## src/rtl/sound_spi_pkg.sv

```systemverilog
// Shared constants and state encoding for the sound subsystem SPI slave.
package sound_spi_pkg;
  localparam int unsigned SPI_DW        = 8;
  localparam int unsigned SCK_RATIO_MIN = 8;

  typedef enum logic [1:0] {
    WAIT_IDLE = 2'd0,
    IDLE      = 2'd1,
    SHIFT     = 2'd2
  } spi_state_t;
endpackage

```

## src/rtl/sound_spi_sync_edge.sv

```systemverilog
// Multi-flop synchronizer for one asynchronous SPI pin with edge strobes.
module sound_spi_sync_edge
  import sound_spi_pkg::*;
#(
  parameter int unsigned STAGES  = 3,
  parameter logic        RST_VAL = 1'b0
) (
  input  logic ACLK,
  input  logic ARESETN,
  input  logic d,
  output logic level,
  output logic rise,
  output logic fall
);
  logic [STAGES-1:0] sr_q;
  logic              prev_q;

  always_ff @(posedge ACLK) begin
    if (!ARESETN) begin
      sr_q   <= {STAGES{RST_VAL}};
      prev_q <= RST_VAL;
    end else begin
      sr_q   <= {sr_q[STAGES-2:0], d};
      prev_q <= sr_q[STAGES-1];
    end
  end

  assign level = sr_q[STAGES-1];
  assign rise  = level & ~prev_q;
  assign fall  = ~level & prev_q;
endmodule

```

## src/rtl/sound_spi_slave.sv

```systemverilog
// Mode-0 SPI slave, oversampled in ACLK; RX/TX valid/ready streams.
// Define SPI_RX_FIFO_EN to replace the RX holding register with a FWFT FIFO.
module sound_spi_slave
  import sound_spi_pkg::*;
#(
  parameter int unsigned DATA_WIDTH    = SPI_DW,
  parameter int unsigned SYNC_STAGES   = 3,
  parameter int unsigned RX_FIFO_DEPTH = 4
) (
  input  logic                  ACLK,
  input  logic                  ARESETN,
  input  logic                  SCK,
  input  logic                  SSEL,
  input  logic                  MOSI,
  output logic                  MISO,
  output logic [DATA_WIDTH-1:0] RX_DATA,
  output logic                  RX_VALID,
  input  logic                  RX_READY,
  input  logic [DATA_WIDTH-1:0] TX_DATA,
  input  logic                  TX_VALID,
  output logic                  TX_READY,
  output logic                  RX_OVERRUN,
  output logic                  FRAME_ERR,
  output logic                  BUSY
);
  localparam int unsigned CW = $clog2(DATA_WIDTH + 1);

  if (SYNC_STAGES < 2 || RX_FIFO_DEPTH < 2 ||
      (RX_FIFO_DEPTH & (RX_FIFO_DEPTH - 1)) != 0) begin : g_cfg_err
    $error("sound_spi_slave: bad SYNC_STAGES or RX_FIFO_DEPTH");
  end

  logic sck_lvl, sck_rise, sck_fall;
  logic ssel_lvl, ssel_rise, ssel_fall;
  logic mosi_lvl, mosi_rise, mosi_fall;
  logic edges_unused;

  sound_spi_sync_edge #(.STAGES(SYNC_STAGES), .RST_VAL(1'b0)) u_sck (
    .ACLK(ACLK), .ARESETN(ARESETN), .d(SCK),
    .level(sck_lvl), .rise(sck_rise), .fall(sck_fall)
  );
  sound_spi_sync_edge #(.STAGES(SYNC_STAGES), .RST_VAL(1'b1)) u_ssel (
    .ACLK(ACLK), .ARESETN(ARESETN), .d(SSEL),
    .level(ssel_lvl), .rise(ssel_rise), .fall(ssel_fall)
  );
  sound_spi_sync_edge #(.STAGES(SYNC_STAGES), .RST_VAL(1'b0)) u_mosi (
    .ACLK(ACLK), .ARESETN(ARESETN), .d(MOSI),
    .level(mosi_lvl), .rise(mosi_rise), .fall(mosi_fall)
  );
  assign edges_unused = ^{sck_lvl, mosi_rise, mosi_fall};

  spi_state_t            state_q, state_d;
  logic [CW-1:0]         cnt_q, cnt_d;
  logic [DATA_WIDTH-1:0] rx_sh_q, rx_sh_d;
  logic [DATA_WIDTH-1:0] tx_sh_q, tx_sh_d;
  logic                  push_q, push_d;
  logic                  miso_q;
  logic [SYNC_STAGES-1:0] prime_q;
  logic                  tx_load;

  // SSEL level is only trusted once the chain holds pin samples, not reset ones.
  always_comb begin
    state_d   = state_q;
    cnt_d     = cnt_q;
    rx_sh_d   = rx_sh_q;
    tx_sh_d   = tx_sh_q;
    push_d    = 1'b0;
    tx_load   = 1'b0;
    FRAME_ERR = 1'b0;
    unique case (state_q)
      WAIT_IDLE: begin
        if (prime_q[SYNC_STAGES-1] && ssel_lvl) state_d = IDLE;
      end
      IDLE: begin
        if (ssel_fall) begin
          state_d = SHIFT;
          cnt_d   = '0;
          tx_load = 1'b1;
        end
      end
      SHIFT: begin
        if (ssel_rise) begin
          state_d   = IDLE;
          cnt_d     = '0;
          FRAME_ERR = (cnt_q != '0);
        end else if (sck_rise) begin
          rx_sh_d = {rx_sh_q[DATA_WIDTH-2:0], mosi_lvl};
          if (cnt_q == CW'(DATA_WIDTH - 1)) begin
            cnt_d  = '0;
            push_d = 1'b1;
          end else begin
            cnt_d = cnt_q + CW'(1);
          end
        end else if (sck_fall) begin
          if (cnt_q != '0) tx_sh_d = tx_sh_q << 1;
          else             tx_load = 1'b1;
        end
      end
      default: state_d = WAIT_IDLE;
    endcase
    if (tx_load) tx_sh_d = TX_VALID ? TX_DATA : '0;
  end

  assign TX_READY = tx_load & TX_VALID;
  assign BUSY     = (state_q == SHIFT);
  assign MISO     = miso_q;

  always_ff @(posedge ACLK) begin
    if (!ARESETN) begin
      state_q <= WAIT_IDLE;
      cnt_q   <= '0;
      rx_sh_q <= '0;
      tx_sh_q <= '0;
      push_q  <= 1'b0;
      miso_q  <= 1'b0;
      prime_q <= '0;
    end else begin
      state_q <= state_d;
      cnt_q   <= cnt_d;
      rx_sh_q <= rx_sh_d;
      tx_sh_q <= tx_sh_d;
      push_q  <= push_d;
      miso_q  <= (state_d == SHIFT) ? tx_sh_q[DATA_WIDTH-1] : 1'b0;
      prime_q <= {prime_q[SYNC_STAGES-2:0], 1'b1};
    end
  end

  // rx_sh_q still holds the completed word while push_q is high.
`ifdef SPI_RX_FIFO_EN
  localparam int unsigned AW  = $clog2(RX_FIFO_DEPTH);
  localparam int unsigned NW  = AW + 1;

  logic [DATA_WIDTH-1:0] mem_q [RX_FIFO_DEPTH];
  logic [AW-1:0]         wr_q, rd_q;
  logic [NW-1:0]         num_q;
  logic                  pop, full, wr_en;

  assign pop        = RX_VALID & RX_READY;
  assign full       = (num_q == NW'(RX_FIFO_DEPTH));
  assign wr_en      = push_q & (~full | pop);
  assign RX_OVERRUN = push_q & full & ~pop;
  assign RX_VALID   = (num_q != '0);
  assign RX_DATA    = RX_VALID ? mem_q[rd_q] : '0;

  always_ff @(posedge ACLK) begin
    if (wr_en) mem_q[wr_q] <= rx_sh_q;
  end

  always_ff @(posedge ACLK) begin
    if (!ARESETN) begin
      wr_q  <= '0;
      rd_q  <= '0;
      num_q <= '0;
    end else begin
      if (wr_en) wr_q <= wr_q + AW'(1);
      if (pop)   rd_q <= rd_q + AW'(1);
      num_q <= num_q + NW'(wr_en) - NW'(pop);
    end
  end
`else
  logic [DATA_WIDTH-1:0] rx_data_q;
  logic                  rx_valid_q;
  logic                  pop;

  assign pop        = rx_valid_q & RX_READY;
  assign RX_OVERRUN = push_q & rx_valid_q & ~RX_READY;
  assign RX_VALID   = rx_valid_q;
  assign RX_DATA    = rx_data_q;

  always_ff @(posedge ACLK) begin
    if (!ARESETN) begin
      rx_data_q  <= '0;
      rx_valid_q <= 1'b0;
    end else if (push_q && (!rx_valid_q || pop)) begin
      rx_data_q  <= rx_sh_q;
      rx_valid_q <= 1'b1;
    end else if (pop) begin
      rx_valid_q <= 1'b0;
    end
  end
`endif
endmodule

```

## config.mk

```make
export PLATFORM = sky130hd
export DESIGN_NAME = sound_spi_slave
export DESIGN_NICKNAME = d
export VERILOG_FILES = /design/src/rtl/sound_spi_pkg.sv /design/src/rtl/sound_spi_sync_edge.sv /design/src/rtl/sound_spi_slave.sv
export SDC_FILE = /design/constraint.sdc
export NUM_CORES = 1
export LEC_CHECK = 0
export CAP_MARGIN = 10
export CORE_MARGIN = 10
export CORE_UTILIZATION = 48
export DETAILED_ROUTE_END_ITERATION = 12
export GPL_ROUTABILITY_DRIVEN = 1
export HOLD_SLACK_MARGIN = 0.05
export PLACE_DENSITY = 0.77
export SLEW_MARGIN = 20
export SYNTH_ARGS = -nofsm -noshare
export SYNTH_HDL_FRONTEND = slang
export SYNTH_SLANG_ARGS = --single-unit
export TNS_END_PERCENT = 30
```

## constraint.sdc

```tcl
create_clock -name ACLK -period 1.6 [get_ports ACLK]
set_input_delay 0.32 -clock ACLK [delete_from_list [all_inputs] [get_ports ACLK]]
set_output_delay 0.32 -clock ACLK [all_outputs]
set_load 0.01 [all_outputs]
```

Yosys cells after proc, flatten, opt, wreduce, memory -nomap -nowiden
Index checks and enable logic that the tools add are counted.
{"block": "classes", "n_addsub": 1, "n_eq_ne": 8, "n_mux": 28, "n_bitwise": 17, "reduce_logical": 16}
{"op": "8-bit two-way mux", "n": 7}
{"op": "4-bit two-way mux", "n": 4}
{"op": "1-bit two-way mux", "n": 11}
{"op": "2-bit nonzero test", "n": 5}
{"op": "1-bit inverter", "n": 9}
{"op": "1-bit bitwise AND", "n": 8}
{"op": "4-bit one-hot mux with 2 select lines", "n": 1}
{"op": "2-bit two-way mux", "n": 3}
{"op": "2-bit one-hot mux with 3 select lines", "n": 1}
{"op": "3-bit AND reduction", "n": 2}
{"op": "5-bit AND reduction", "n": 1}
{"op": "4-bit by 1-bit adder with 4-bit output, second input constant", "n": 1}
{"op": "2-bit == test, second input constant", "n": 2}
{"op": "4-bit by 3-bit == test with 1-bit output, second input constant", "n": 1}
{"op": "2-bit by 1-bit inequality test with 1-bit output, second input constant", "n": 2}
{"op": "4-bit nonzero test", "n": 1}
{"op": "4-bit OR reduction", "n": 1}
{"op": "3-bit by 1-bit inequality test with 1-bit output, second input constant", "n": 1}
{"op": "2-bit by 1-bit == test with 1-bit output, second input constant", "n": 1}
{"op": "1-bit logical AND", "n": 2}
{"op": "2-bit zero test", "n": 1}
{"op": "2-bit inequality test, second input constant", "n": 1}
{"op": "1-bit one-hot mux with 2 select lines", "n": 1}
{"op": "2-bit AND reduction", "n": 1}
{"op": "other kinds (2)", "n": 2}
{"block": "totals", "ff_bits": 47, "in_bits": 15, "output_inout_bits": 14, "word_cells": 85}

Longest topological paths before layout
Gate-level depths: netlist (run 1).
{"block": "depth", "word_depth": 8, "mapped_depth": 8, "mapped_depth_nobuf": 6}

By module
From an unflattened synthesis (run 1), not the netlist that was laid out.
{"block": "unflattened", "cells_unflattened": 197, "hier_area_um2": 1998.2}
{"mod": "sound_spi_slave", "n_inst": 1, "cells_per_inst": 167, "area_each_um2": 1645.3, "seq_area_each_um2": 720.7}
{"mod": "sound_spi_sync_edge", "n_inst": 3, "cells_per_inst": 10, "area_each_um2": 117.6, "seq_area_each_um2": 80.1}

Least setup slack after synthesis (run 1)
OpenSTA, ideal clock, no wires.
{"block": "synth_path", "path_type": "register -> register", "startpoint": "register state_q[0]", "endpoint": "register cnt_q[3]", "setup_ns": 0.074, "t_arrival_ns": 1.672, "required_time_ns": 1.526, "path_slack_ns": -0.146, "stages_incl_launch_ff": 7, "n_path_buf": 0, "synth_period_minus_slack_ns": 1.746, "cell_sequence": "dfxtp_1 > inv_1 > ha_1 > and2_1 > o2111ai_1 > or4_1 > a31oi_1"}
{"block": "synth_via", "elab_chain_cells": 3, "elab_cells_between_ends": 7, "cone_classes": "4 x eq/ne; 1 x mux; 2 x reduce/logical"}
{"item": "start: declaration", "line": "sound_spi_slave.sv:52", "rtl": "spi_state_t state_q, state_d;"}
{"item": "start signal: assignment", "line": "sound_spi_slave.sv:118", "rtl": "state_q <= state_d;"}
{"item": "2-bit == test or 2-bit by 1-bit == test with 1-bit output (tied branches)", "line": "sound_spi_slave.sv:70", "rtl": "unique case (state_q)"}
{"item": "3-bit by 1-bit inequality test with 1-bit output (no line), or another cell as far along"}
{"item": "3-bit AND reduction (no line)"}
{"item": "end signal: assignment", "line": "sound_spi_slave.sv:119", "rtl": "cnt_q <= cnt_d;"}
{"item": "end: declaration", "line": "sound_spi_slave.sv:53", "rtl": "logic [CW-1:0] cnt_q, cnt_d;"}
Several ways; a longest one is shown, not always the timed one.
A chain may end at the register's enable or synchronous reset.

Final worst setup path (run 1)
{"block": "layout_path", "startpoint": "register state_q[1]", "endpoint": "output TX_READY"}
{"block": "layout_via", "elab_chain_cells": 3, "elab_cells_between_ends": 4, "cone_classes": "2 x eq/ne; 1 x mux; 1 x bitwise"}
{"item": "2-bit == test or 2-bit by 1-bit == test with 1-bit output (tied branches)", "line": "sound_spi_slave.sv:70"}
{"item": "1-bit one-hot mux with 2 select lines (*)", "line": "sound_spi_slave.sv:70"}
{"item": "1-bit bitwise AND (*)", "line": "sound_spi_slave.sv:104", "rtl": "assign TX_READY = tx_load & TX_VALID;"}
{"item": "end: declaration", "line": "sound_spi_slave.sv:21", "rtl": "output logic TX_READY,"}
Every way passes the cells marked *; elsewhere a longest branch is shown, timed or not.

==> results summary, run 1 <==
Setup repair after global routing could not meet its margin everywhere. The fraction of final layout cells with drive strength greater than 1 is 33.3%. The synthesized netlist contains 42 unique library cells. The final-report hold violation count was 0. The final route contains 1,685 vias.

The peak supply drop is 0.628 mV. The clock transition at the registers of the reported paths is 80 ps. In this run the worst hold path is classified as reg2reg. Among all stages on the critical path, the largest delay is contributed by dfxtp_2.

The critical path launch point type is a flip-flop. The number of design-rule violations left by the first detailed-router iteration came out at 65. The area overhead of the layout relative to synthesis came out at 36.9%. The run finished, with violations left.

The TritonCTS sink count is 47. The area used by sequential logic in the layout is 950 sq um. The slew at the pin closest to its max-slew limit came out at 298 ps. The routed length per placed instance is 13.6 um. The proportion of register bits with asynchronous set or reset after synthesis is 0%.

The final wirelength came out at 4.34 mm. The sequential element share of the synthesized area came out at 44.9%. The die area came out at 7400 sq um. The capturing element type of the critical path is an output port.

The library cells used most frequently in the layout, excluding fill and tap cells, are 42 x dfxtp_1, 24 x buf_4, 23 x clkdlybuf4s50_1. Among all flip-flop cells after synthesis, the most frequent one is dfxtp_1. The checks that failed: setup timing. The number of buffers inserted by post-CTS setup repair is 0. The post-synthesis instance total is 216.

The source-to-sink clock delay at the later pin of the worst-skew pair came out at 300 ps. The detailed placement HPWL is 3.07 mm. The maximum operating frequency came out at 552 MHz. The largest fanout on the critical path came out at 2.

Walking the worst path, the cells encountered are inv_2 -> ha_4 -> and3b_2 -> a41oi_2 -> nor2b_2 -> buf_2. The biggest cell delay along the critical path came out at 340 ps. The root cell of the clock tree is clkbuf_8. The total nets after synthesis came out at 237.

The number of rows in the core area came out at 23. Once layout is complete, the cells apart from fillers number 320. The maximum number of pins on one net before global-route repair came out at 25. The height of the die came out at 86.0 um.

The overall fraction of global-route tracks in use came out at 12.1%. Across all setup checks in the final design, the least slack found is -213 ps. The remaining number of nets flagged by the antenna check after routing is 0. Setup violations remaining at the end of the flow were counted as 5.

The total count of max-transition violations in the final report came to 0. The total inserted antenna cells is 0. The relative slew slack is 80.1%.

The post-route fraction of the period consumed by the critical path is 113%. The maximum level of the CTS H-tree is 2. For this configuration, the core starts out at a cell density of 50.9%. The critical path in this run is classified as reg2out. The initial antenna violation count is 0. The area of the multi-input gates is 1130 sq um. The number of vias per cell is 5.27.

STA puts the critical path data required time at 1280 ps. The worst hold slack across all endpoints came out at 411 ps. Summing every instance area after synthesis gives 2090 sq um.

The instance count after placement with tap cells included is 312. The first-pass GRT wire length is 7.40 mm. The library cell used most frequently in the layout, excluding fill and tap cells, is dfxtp_1. The residual DRC count is 0. Summing internal, switching and leakage power gives 2.21 mW. For this design the static power due to leakage is 1.27 nW.

The horizontal die dimension is 86.0 um. Counting along the longest clock path gives a buffer depth of 2. The number of ports placed on the die boundary came out at 29.

Fill cells in the final layout number 319. At the end of the flow the core is filled with cells to 69.6%. The total number of nets in the final design is 290. The total overflow reported by the global router is 0.

Buffers inserted during clock tree synthesis total 5. The cell area power density came out at 771 nW/um^2. The number of port buffers is 28. At the end of routability-driven placement, the weighted congestion stood at 0.834. The number of global-route vias before repair is 1,656. The number of warnings printed during yosys synthesis is 0. The final period demand of the worst path is 1810 ps. The hold buffer count at CTS came out at 0. Data arrives at the worst endpoint at 1490 ps. The number of max-capacitance violations reported came out at 0.

The count of state elements after synthesis is 47. The number of detailed-route iterations in the first pass came out at 4. The post-synthesis area per instance is 9.69 sq um. The TritonCTS clock tree is built. The core area is 4120 sq um. Setup total negative slack on the finished layout was measured at -659 ps.

The count of flip-flops with a built-in enable after synthesis came out at 0. The clock arrives with 6.17 ps of skew.
==> flip-flops by register name, indices dropped and copies added, names as in the netlist, 2 cells and up <==
| name | count |
|---|---|
| tx_sh_q | 8 |
| state_q | 2 |
| u_ssel.sr_q | 3 |
| RX_DATA | 8 |
| prime_q | 3 |
| rx_sh_q | 8 |
| u_mosi.sr_q | 3 |
| u_sck.sr_q | 3 |
| cnt_q | 4 |
==> area by class of cell <==
class                      instances  share of cell area, %
multi-input combinational        141                   39.5
sequential                        47                   33.1
timing repair buffer              58                   18.7
clock buffer                       6                   2.88
inverter                          16                   2.18
tap                               50                   2.18
clock inverter                     2                   1.35
==> final timing paths <==
path                                                start                   endpoint  slack, ps  depth (start not counted)
worst max-delay path                state_q[1]$_SDFF_PN0_                   TX_READY       -210                          6
worst min register to register  u_ssel.sr_q[0]$_SDFF_PN1_  u_ssel.sr_q[1]$_SDFF_PN1_        410                          1
worst min-delay path            u_ssel.sr_q[0]$_SDFF_PN1_  u_ssel.sr_q[1]$_SDFF_PN1_        410                          1
worst max register to register      state_q[0]$_SDFF_PN0_      cnt_q[3]$_SDFFE_PN0P_       -180                          7
==> per-stage QoR <==
stage | instance area [sq um] | setup WS [ps]
floorplan | 2120 | -0.876
global placement | 2640 | -479
detailed placement | 2640 | -525
CTS | 2800 | -257
global route | 2870 | -302
finish | 2870 | -213
==> cell usage after synthesis, types with 2 or more instances <==
cell type,n,area [sq um]
a21oi_1,6,30.0
clkbuf_1,4,15.0
nor2b_1,4,25.0
inv_1,16,60.1
or3_1,2,12.5
nand2_1,10,37.5
nor2_1,22,82.6
dfxtp_1,47,941
o21ai_0,11,55.1
nand3_1,5,25.0
nand2b_1,5,31.3
and2_1,12,75.1
buf_6,5,56.3
a31oi_1,2,12.5
and3_1,2,12.5
ha_1,6,75.1
a221oi_2,7,105
mux2i_1,16,160
nor3_1,4,20.0
nand4_1,2,12.5
and3b_1,2,17.5
a31o_2,6,52.6
==> logic make-up after synthesis <==
| family | after synthesis | share of synthesized area (%) |
|---|---|---|
| muxes | 16 | 7.65 |
| and+or+nand+nor | 79 | 21.0 |
| buffers and inverters | 28 | 6.93 |
| adders and majority gates | 6 | 3.59 |
| AOI/OAI and AO/OA | 40 | 15.9 |
| DFF | 47 | 44.9 |
==> critical path, delay by kind of cell (launching register included) <==
family	cells	cell delay, ps
flip-flops	1	340
AND/OR/NAND/NOR	2	280
AO/OA/AOI/OAI	1	220
buffers and inverters	2	200
adder cells (fa/ha/maj)	1	150
==> power breakdown <==
group / switching [mW] / internal, mW / total, mW
registers: 0.00585 / 1.18 / 1.19
clock network: 0.403 / 0.514 / 0.917
logic: 0.0489 / 0.0582 / 0.107
total: 0.458 / 1.75 / 2.21
==> layer usage <==
metal | track usage (%) | share of wire [%]
met1 | 14.8 | 47
met2 | 19.0 | 49
met3 | 4.64 | 4.0
met4 | 3.59 | 0
met5 | 0 | 0
==> what timing repair did <==
item,CTS,global route
hold endpoints to repair,0,0
endpoints found under the setup margin,16,18
gates resized for setup,26,21
pin swaps,5,7
cloned,0,0
Power figures use the tool's default switching activity.
==> inputs of run 2 (changes only) <==
--- a/config.mk
+++ b/config.mk
@@ -12,6 +12,7 @@
 export GPL_ROUTABILITY_DRIVEN = 1
 export HOLD_SLACK_MARGIN = 0.05
 export PLACE_DENSITY = 0.77
+export REMOVE_ABC_BUFFERS = 1
 export SLEW_MARGIN = 20
 export SYNTH_ARGS = -nofsm -noshare
 export SYNTH_HDL_FRONTEND = slang
==> results summary, run 2 (synthesis gave the netlist of run 1 again) <==
The top cell types in the final layout, fill and taps aside, are 42 x dfxtp_1, 37 x buf_4, 23 x clkdlybuf4s50_1. The clock transition at the registers of the reported paths is 90 ps. The clock network power share is 36.6%. The region available for standard cell placement spans 4120 sq um. For the pin with the worst max-slew slack, the measured transition is 424 ps.

The capturing element type of the critical path is an output port. Overall power consumption after layout is estimated at 2.05 mW. The via total after detailed routing is 1,765. The number of ports placed on the die boundary came out at 29. The total overflow reported by the global router came out at 0. The switching power as a share of total power came out at 22.3%. The cell area power density came out at 698 nW/um^2.

The hold buffer count at CTS is 0. The data arrival time of the critical path came out at 1550 ps. The remaining number of nets flagged by the antenna check after routing is 0.

The number of port buffers came out at 28. The final reports fail on setup timing. The number of rows in the core area came out at 23. Sequential cells account for 57.8% of the total power.

The TritonCTS clock tree is built. The initial antenna violation count was 0. Global routing used 13.4% of the available tracks.

The fraction of final layout cells with drive strength greater than 1 came out at 36.5%. The later pin in the worst-skew pair is clocked with a latency of 300 ps. The cell-internal power is 1.60 mW.

The smallest clock period supported by the final layout is computed as 1870 ps. The largest fanout on the critical path came out at 2. The number of filler cells placed in the layout is 311. The flow ran to the end, but the final reports show violations.

The number of vias per cell came out at 5.32. The root cell of the clock tree is clkbuf_8. The final-report hold violation count was 0. The number of global-route vias before repair is 1,738. The count of final setup violators came out at 7. The post-route setup TNS is -775 ps.

The maximum level of the CTS H-tree came out at 2. The area overhead of the layout relative to synthesis is 40.6%. The detailed router finished its first iteration with 77 violations. The routed length per placed instance came out at 14.9 um.

The residual DRC count is 0. The combinational cell fraction of total power came out at 5.5%. At the end of the flow the core is filled with cells to 71.5%. Of the available clock period, the critical path in the final layout requires 117%.

The final wirelength came out at 4.93 mm. The total count of max-transition violations in the final report is 0. Measured against its own limit, the worst slew margin works out to 71.6%. In this run the worst hold path is classified as reg2reg. The clock tree skew after final layout came out at 5.89 ps.

The height of the die came out at 86.0 um. The critical path is of the reg2out type. The clock drives 47 sinks. The number of antenna diodes in the final layout is 0. Setup repair after global routing could not meet its margin everywhere. The total number of nets in the final design came out at 302.

In the post-route analysis, the smallest setup slack over all paths is -269 ps. The switching power summed over all nets came out at 0.458 mW. The leakage dissipation is 1.31 nW. VDD sags by at most 0.652 mV.

The worst setup path is launched from a flip-flop. The number of buffers on the longest clock path is 2. The number of max-capacitance violations reported came out at 0. The maximum number of pins on one net before global-route repair came out at 25. Counting the buffers created by CTS gives 5. Static timing analysis puts the maximum clock frequency at 535 MHz. The initial utilization of the core area, before any placement, comes to 50.9%. The congestion estimate from routability-driven global placement came to 0.820. The horizontal die dimension is 86.0 um.

The die covers 7400 sq um. The first-pass GRT wire length came out at 8.09 mm. The worst hold slack across all endpoints is 420 ps. For this run, the detailed router's first-pass iteration total came to 4. Leaving out fill and tap cells, the most frequent cell in the layout is dfxtp_1. The detailed placement HPWL came out at 3.35 mm. The data required time at the worst endpoint is 1280 ps.
[run 2: timing repair]
| action | CTS | global route |
|---|---|---|
| pin swaps | 5 | 8 |
| resized for setup | 29 | 28 |
| setup endpoints to repair | 19 | 18 |
| buffers inserted | 2 | 1 |
[run 2: path summary, 6_finish.rpt]
kind	startpoint	endpoint	slack, ps	cells past startpoint
worst min register to register	u_ssel.sr_q[0]$_SDFF_PN1_	u_ssel.sr_q[1]$_SDFF_PN1_	420	1
worst min-delay path	u_ssel.sr_q[0]$_SDFF_PN1_	u_ssel.sr_q[1]$_SDFF_PN1_	420	1
worst max-delay path	cnt_q[1]$_SDFFE_PN0P_	TX_READY	-270	6
worst max register to register	state_q[0]$_SDFF_PN0_	cnt_q[3]$_SDFFE_PN0P_	-210	7
[run 2: metrics by stage]
| step | setup slack, ps | area, sq um | instances |
|---|---|---|---|
| 6_report | -269 | 2940 | 332 |
| 5_1_grt | -361 | 2940 | 332 |
| 4_1_cts | -238 | 2840 | 331 |
| 3_5_place_dp | -548 | 2680 | 321 |
| 3_3_place_gp | -455 | 2680 | 321 |
| 2_1_floorplan | -239 | 2010 | 204 |
[run 2: final cells by class]
cell class,instances,area (sq um),area share [%]
Sequential cell,47,950,32.3
Clock buffer,6,82.6,2.81
Multi-Input combinational cell,141,1150,38.9
Timing Repair Buffer,70,623,21.2
Clock inverter,2,16.3,0.553
Inverter,16,62.6,2.13
Tap cell,50,62.6,2.13
[run 2: power groups by stage]
stage | clock network [mW] | registers [mW] | logic [mW]
detailed placement | 0 | 1.22 | 0.107
global route | 0.828 | 1.19 | 0.124
floorplan | 0 | 1.21 | 0.0362
CTS | 0.763 | 1.19 | 0.110
global placement | 0 | 1.21 | 0.105
finish | 0.753 | 1.19 | 0.114
[run 2: critical path: stages (launching register included)]
cell     delay (ps)
dfxtp_2         330
inv_2            60
ha_4            120
nor3b_4         210
a41oi_2         190
nor2b_2         170
buf_2           160
[run 2: routing by layer]
layer  vias to the layer above  global-route usage [%]  part of all wire (%)
li1                        876                       -                     -
met1                       842                    15.7                    43
met2                        37                    22.6                    52
met3                        10                    2.65                   3.6
met4                         0                    6.89                   1.7
met5                         -                       0                     0
